$ cat src/rtl/ula_16b_serial.sv
// ula_16b_serial: 16-bit 74181-style ALU built from one 4-bit slice reused over four nibble steps
module ula_74181 (
  input  logic [3:0] a_i,
  input  logic [3:0] b_i,
  input  logic [3:0] s_i,
  input  logic       m_i,
  input  logic       cn_i,
  output logic [3:0] f_o,
  output logic       cn4_o,
  output logic       aeqb_o
);
  logic [3:0] x, y;
  logic [4:0] c;
  // x/y are the slice's per-bit propagate/generate terms; carries are active-high inside, active-low at the pins
  always_comb begin
    x = a_i | (b_i & {4{s_i[0]}}) | (~b_i & {4{s_i[1]}});
    y = (a_i & ~b_i & {4{s_i[2]}}) | (a_i & b_i & {4{s_i[3]}});
    c = '0;
    c[0] = ~cn_i;
    for (int i = 0; i < 4; i++) c[i+1] = y[i] | (x[i] & c[i]);
    f_o = x ^ y ^ ({4{m_i}} | c[3:0]);
    cn4_o = ~c[4];
    aeqb_o = &f_o;
  end
endmodule

module ula_16b_serial (
  input  logic        clk,
  input  logic        rst_n,
  input  logic        start,
  input  logic [15:0] A,
  input  logic [15:0] B,
  input  logic [3:0]  S,
  input  logic        M,
  input  logic        Cn,
  output logic [15:0] F,
  output logic        Cn16,
  output logic        AeqB,
  output logic        busy,
  output logic        done
);
  typedef enum logic [1:0] {IDLE, RUN, DONE} state_t;
  state_t      state_q;
  logic [15:0] a_q, b_q, f_q;
  logic [3:0]  s_q;
  logic [1:0]  k_q;
  logic        m_q, cn_q, c_q, acc_q, cn16_q, aeqb_q, busy_q, done_q;
  logic [3:0]  nib_f_d;
  logic        nib_c_d, nib_eq_d, cn_d;
  assign cn_d = (k_q == 2'd0) ? cn_q : c_q;
  ula_74181 u_alu (
    .a_i   (a_q[{k_q, 2'b00} +: 4]),
    .b_i   (b_q[{k_q, 2'b00} +: 4]),
    .s_i   (s_q),
    .m_i   (m_q),
    .cn_i  (cn_d),
    .f_o   (nib_f_d),
    .cn4_o (nib_c_d),
    .aeqb_o(nib_eq_d)
  );
  // Request FSM: latch operands, step one nibble per RUN cycle, pulse done once, hold results in IDLE
  always_ff @(posedge clk) begin
    if (!rst_n) begin
      state_q <= IDLE;
      k_q     <= 2'd0;
      f_q     <= 16'h0000;
      acc_q   <= 1'b0;
      cn16_q  <= 1'b0;
      aeqb_q  <= 1'b0;
      busy_q  <= 1'b0;
      done_q  <= 1'b0;
    end else begin
      case (state_q)
        IDLE: if (start) begin
          a_q     <= A;
          b_q     <= B;
          s_q     <= S;
          m_q     <= M;
          cn_q    <= Cn;
          k_q     <= 2'd0;
          f_q     <= 16'h0000;
          acc_q   <= 1'b1;
          busy_q  <= 1'b1;
          state_q <= RUN;
        end
        RUN: begin
          f_q[{k_q, 2'b00} +: 4] <= nib_f_d;
          c_q   <= nib_c_d;
          acc_q <= acc_q & nib_eq_d;
          k_q   <= k_q + 2'd1;
          if (k_q == 2'd3) begin
            cn16_q  <= nib_c_d;
            aeqb_q  <= acc_q & nib_eq_d;
            busy_q  <= 1'b0;
            done_q  <= 1'b1;
            state_q <= DONE;
          end
        end
        DONE: begin
          done_q  <= 1'b0;
          state_q <= IDLE;
        end
        default: state_q <= IDLE;
      endcase
    end
  end
  assign F    = f_q;
  assign Cn16 = cn16_q;
  assign AeqB = aeqb_q;
  assign busy = busy_q;
  assign done = done_q;
endmodule

$ cat config.mk
export PLATFORM = sky130hd
export DESIGN_NAME = ula_16b_serial
export DESIGN_NICKNAME = d
export VERILOG_FILES = /design/src/rtl/ula_16b_serial.sv
export SDC_FILE = /design/constraint.sdc
export NUM_CORES = 1
export LEC_CHECK = 0
export CORE_ASPECT_RATIO = 2
export CORE_MARGIN = 2
export CORE_UTILIZATION = 67
export CTS_CLUSTER_SIZE = 20
export DETAILED_ROUTE_END_ITERATION = 12
export DONT_BUFFER_PORTS = 1
export PLACE_DENSITY = 0.82
export RECOVER_POWER = 50
export REMOVE_ABC_BUFFERS = 1
export SETUP_SLACK_MARGIN = 0.1
export SYNTH_ARGS = -nofsm -noshare
export SYNTH_HDL_FRONTEND = slang
export SYNTH_SLANG_ARGS = --single-unit
$ cat constraint.sdc
create_clock -name clk -period 7.2 [get_ports clk]
set_input_delay 2.16 -clock clk [delete_from_list [all_inputs] [get_ports clk]]
set_output_delay 2.16 -clock clk [all_outputs]
set_load 0.01 [all_outputs]
# Word level (Yosys, flattened, before mapping)
# Index checks and enable logic that the tools add are counted.
# word_totals
out_inout_bits	20
ramBits	0
n_memories	0
word_cells	76
regBits	64
mem_bits_ro	0
latch_bits	0
# op_classes
add_sub_neg	2
mux	15
magnitude_cmp	0
shift	4
n_div	0
n_eq_ne	5
n_mul	0
n_reduce_logical	12
n_bitwise	24
# op_table
op	count
case mux 16 bit (2 select lines)	1
variable part select 16 x 5 -> 4 bit	2
bitwise AND 4 bit	6
bitwise mux 16 bit	1
two-way mux 16 bit	1
OR 4 bit	4
variable shift 4 x 6 -> 16 bit, first input constant	1
variable part select 4 x 6 -> 16 bit	1
AND reduction 2 bit	5
case mux 2 bit (2 select lines)	2
XOR 4 bit	2
two-way mux 2 bit	3
negator 4 -> 6 bit	1
case mux 1 bit (2 select lines)	3
AND reduction 3 bit	2
bitwise AND 1 bit	5
equality test 2 bit, second input constant	2
logical NOT 2 bit	2
two-way mux 1 bit	4
inequality test 2 bit, second input constant	2
inverter 4 bit	1
OR 1 bit	4
AND reduction 4 bit	1
nonzero test 2 bit	2
other kinds (3)	4

# Depth between registers and ports, before layout
# depth
word_depth	15
mapped_depth	12
depth_no_buf	9

# Modules after synthesis
# A second synthesis with hierarchy kept.
# hier_totals
cells_unflattened	192
area_unflattened_um2	2816.5
# by_module_without_submodules
module	cells_each	area_each_um2	n_inst
ula_16b_serial	148	2487.4	1
ula_74181	44	329.1	1

# Least setup slack after synthesis
# OpenSTA, ideal clock, no wires.
# synth_timing
path_kind	input to register
startpoint	input port start
endpoint	register a_q[0], enable pin
required_time_ps	6800
cell_stages	2
arrival_time_ps	3343
n_path_buf	0
setup_time_ps	400
path_slack_ps	3457
cell_sequence	nor2b_1 -> and3b_1
# synth_via
elab_chain_len	1
# synth_rtl
element	line_no	source
from (decl)	30	input logic start,
AND reduction 3 bit (no source line)	--	
to (signal assigned)	75	a_q <= A;
to (decl)	44	logic [15:0] a_q, b_q, f_q;
# No other way between the ends.
# A chain may end at the register's enable or synchronous reset.

# Final worst setup path
# layout_timing
startpoint	register k_q[0]
endpoint	register acc_q
# layout_via
elab_chain_len	15
word_cells_on_any_way	27
classes_between	2 x shift; 2 x mux; 21 x bitwise; 2 x reduce/logical
# layout_rtl
element	line_no	source
from (decl)	46	logic [1:0] k_q;
from (signal assigned)	90	k_q <= k_q + 2'd1;
variable part select 16 x 5 -> 4 bit	53	.b_i (b_q[{k_q, 2'b00} +: 4]),
bitwise AND 4 bit or inverter 4 bit (tied branches)	16, 17	
OR 4 bit, or another cell as far along	16	x = a_i | (b_i & {4{s_i[0]}}) | (~b_i & {4{s_i[1]}});
OR 4 bit or bitwise AND 4 bit (tied branches)	16, 17	
bitwise AND 1 bit or OR 4 bit (tied branches)	20, 17	
OR 1 bit	20	for (int i = 0; i < 4; i++) c[i+1] = y[i] | (x[i] & c[i]);
bitwise AND 1 bit	20	
OR 1 bit	20	
bitwise AND 1 bit	20	
OR 1 bit	20	
OR 4 bit	21	f_o = x ^ y ^ ({4{m_i}} | c[3:0]);
XOR 4 bit (*)	21	
AND reduction 4 bit (*)	23	aeqb_o = &f_o;
bitwise AND 1 bit (*)	89	acc_q <= acc_q & nib_eq_d;
case mux 1 bit (2 select lines) (*)	73	case (state_q)
to (signal assigned)	89	
to (decl)	47	logic m_q, cn_q, c_q, acc_q, cn16_q, aeqb_q, busy_q, done_q;
# Every way passes the cells marked *; elsewhere a longest branch is shown, timed or not.

==> results.md <==
* Status: completed
* FFs w/ async S/R, synth at 0%
* Post-synth top cells: 39 x edfxtp_1, 25 x dfxtp_1, 22 x nor2b_1
* Grt ovf at 0
* Tcrit/Tclk final at 44.1%
* Minimum clock period after layout at roughly 3.2 ns
* Largest net degree at the start of global routing at 40
* Pint at roughly 0.60 mW
* Tightest Pin Transition at between 0.9 and 1 ns
* I/O Pins at between 60 and 70
* Layout cell share with drive strength beyond 1 at slightly above 10%
* Synth Instances at approximately 220
* Final Wtd Congestion at about 0.86
* Synth Flop Type: edfxtp_1
* Routed Antenna Nets at 0
* Largest area contributor in the netlist: edfxtp_1
* Worst hold start: AeqB
* Leak at around 1.0 nW
* Slowest CP cell: dfxtp_1
* Die height at roughly 96 µm
* Seq cells post-synth at 64
* Gate power share at roughly 11%
* Die ar. at 0.00477 mm²
* CTS sink count at 64
* First-pass GRT wire length at roughly 8800 µm
* Yosys warning count at 0
* Hold WC Path Type: reg -> reg
* Syn_area_per_cell at 13.0 µm²
* CTS tree: yes
* Synthesized area at roughly 0.0028 mm²
* Antenna violations before repair at 0
* Starting Density at roughly 69%
* Reg-to-reg setup timing slack at approximately 4 ns
* FILL cells at 276
* Cell area power density at 259 mW/mm²
* Vias at 1770
* Post-CTS Setup Bufs at 0
* WHS Path Cells at 2
* WL/cell at approximately 20 µm
* Clk network pwr share at approximately a third
* Total track usage at between 20% and 30%
* Vias in the first global route at 1846
* Worst setup endpoint: acc_q
* Core Rows at 33
* CP top delay family: compound AO/OA/AOI/OAI gates
* Sequential Power Share at a little over half
* Crit path DAT at ~3.4 ns
* Synth top area cells: edfxtp_1 42%, dfxtp_1 18%, mux4_2 6.4%
* EDFF count, synth at 39
* Yosys top cell area share at 41.5%
* Ant. Diodes at 0
* Critical Path Source: k_q[0]
* Reg-to-Reg Start: k_q[0]
* Clock-pin slew on the worst setup and hold paths at ~0.060 ns
* Total power at approximately 0.8 mW
* RSZ-0062 raised after global routing: no
* Most common cell in the netlist: edfxtp_1
* Req. time, crit path at 7.47 ns
* Max-slew violation count at 0
* Clk_skew at 0.00830 ns
* Drt pass-1 iters at 4
* CP Cell Sequence: mux4_2, mux2i_1, and2b_1, o31ai_1, nand4_1, o21ai_0
* Area growth from synthesis to layout at 7.10%
* CP Max Fanout at 19
* Avg Vias per Cell at around 6.4
* Reg2reg end: acc_q
* Fmax achieved at about 310 MHz
* Sw Pwr at 0.187 mW
* Endpoints failing setup at 0
* DRC marker count from the first detailed-route iteration at 39
* Post-CTS resize count at 0
* Crit path largest cell delay at ~0.89 ns
* Setup TNS at 0 ns
* Critical path endpoint category: flip-flop
* Nets at roughly 270
* Unique masters post-synth at just over 40
* Max-Cap Viols at 0
* Worst setup SP type: flip-flop
* Hpwl dp at approximately 4200 µm
* Core ar. at about 0.004 mm²
* PortBufs at 0
* Clk_lat worst skew at between 0.3 and 0.4 ns
* Num CTS Buffers at 9
* Final Hold Viols at 0
* Slew HR at a little over a third
* # DRC at 0
* Number of stages on the worst setup path at 6
* Worst reg2reg path depth at 6
* Seq/Total Area, Yosys at between 50% and 60%
* Width of the die at between 40 and 50 µm
* Worst path bufs/invs at 0
* Kind of critical path: reg -> reg
* Longest Clk Path Bufs at 2
* Sw Share at a little under a quarter
* CTS Hold Bufs at 0
* Clock root buffer: clkbuf_8
* Maximum vdd drop at ~0.22 mV
* H-Tree Depth at 3
* Detailed Route WL at approximately 5500 µm
[area by class of cell]
cell class              count  area (µm²)  area share, %
clock inverters             6        51.3           1.70
multi-input cells         139        1080           35.9
well taps                  52        65.1           2.15
flip-flops and latches     64        1670           55.4
clock buffers               9         124           4.10
inverters                   6        22.5          0.746
[cells by family after synthesis]
kind of cell	synth area share, %
AOI/OAI and AO/OA	12.0
xor gates and xnor gates	0.622
adders and majority gates	1.78
buffers and inverters	2.26
DFF	59.3
muxes	10.0
and+or+nand+nor	14.0
[flip-flops by register name, summed over array words and instances, names as in the netlist]
register	count
b_q	16
AeqB	1
state_q	2
F	16
m_q	1
s_q	4
k_q	2
done	1
Cn16	1
a_q	16
acc_q	1
busy	1
c_q	1
cn_q	1
[cell usage in the layout, fill, tap and decap left out, types with 2 or more instances in the layout]
cell type and count:
clkbuf_8 9, nand2_1 8, nand3_1 3, o31ai_1 2
and2_0 3, nor4_1 3, a211oi_1 3, or4_1 2
clkinv_2 2, a21o_1 7, nor2b_1 22, o21ai_0 7
and2b_1 2, a32oi_1 8, ha_1 4, dfxtp_1 25
mux2_2 2, inv_1 6, mux4_2 8, clkinv_1 3
a21oi_1 4, nor2_1 8, a22oi_1 9, mux2i_1 8
nand2b_1 9, edfxtp_1 39
[layer usage]
metal	vias to the layer above	GRT usage [%]	routed length, µm
met4	0	19.7	297
li1	833	-	-
met2	73	48.1	3160
met5	-	0	0
met1	844	23.2	1800
met3	20	7.92	269
[power by group through the flow]
stage | logic (mW) | registers (mW) | clock network [mW]
detailed placement | 0.0836 | 0.429 | 0
global placement | 0.0792 | 0.428 | 0
finish | 0.0847 | 0.422 | 0.275
floorplan | 0.0665 | 0.424 | 0
global route | 0.0927 | 0.424 | 0.294
CTS | 0.0839 | 0.422 | 0.280
[per-stage QoR]
step	hold WS [ns]	util [%]	cells	cell area (µm²)	worst slack, ns
floorplan	0.471	-	209	2780	3.46
global placement	0.526	69.6	261	2840	3.75
detailed placement	0.532	69.6	261	2840	3.68
CTS	0.541	73.9	276	3020	4.02
global route	0.580	73.9	276	3020	3.69
finish	0.535	73.9	276	3020	4.02
[worst min-delay path, cell delays in order (launching register included)]
cell     delay (ns)
dfxtp_1        0.34
nand3_1        0.07
o21ai_0        0.07
[worst min-delay path by stage]
stage             to  slack, ns
6_report        AeqB       0.53
5_1_grt         AeqB       0.58
4_1_cts         AeqB       0.54
3_5_place_dp    AeqB       0.53
3_3_place_gp    AeqB       0.53
2_1_floorplan  acc_q       0.47
Power figures use the tool's default switching activity.
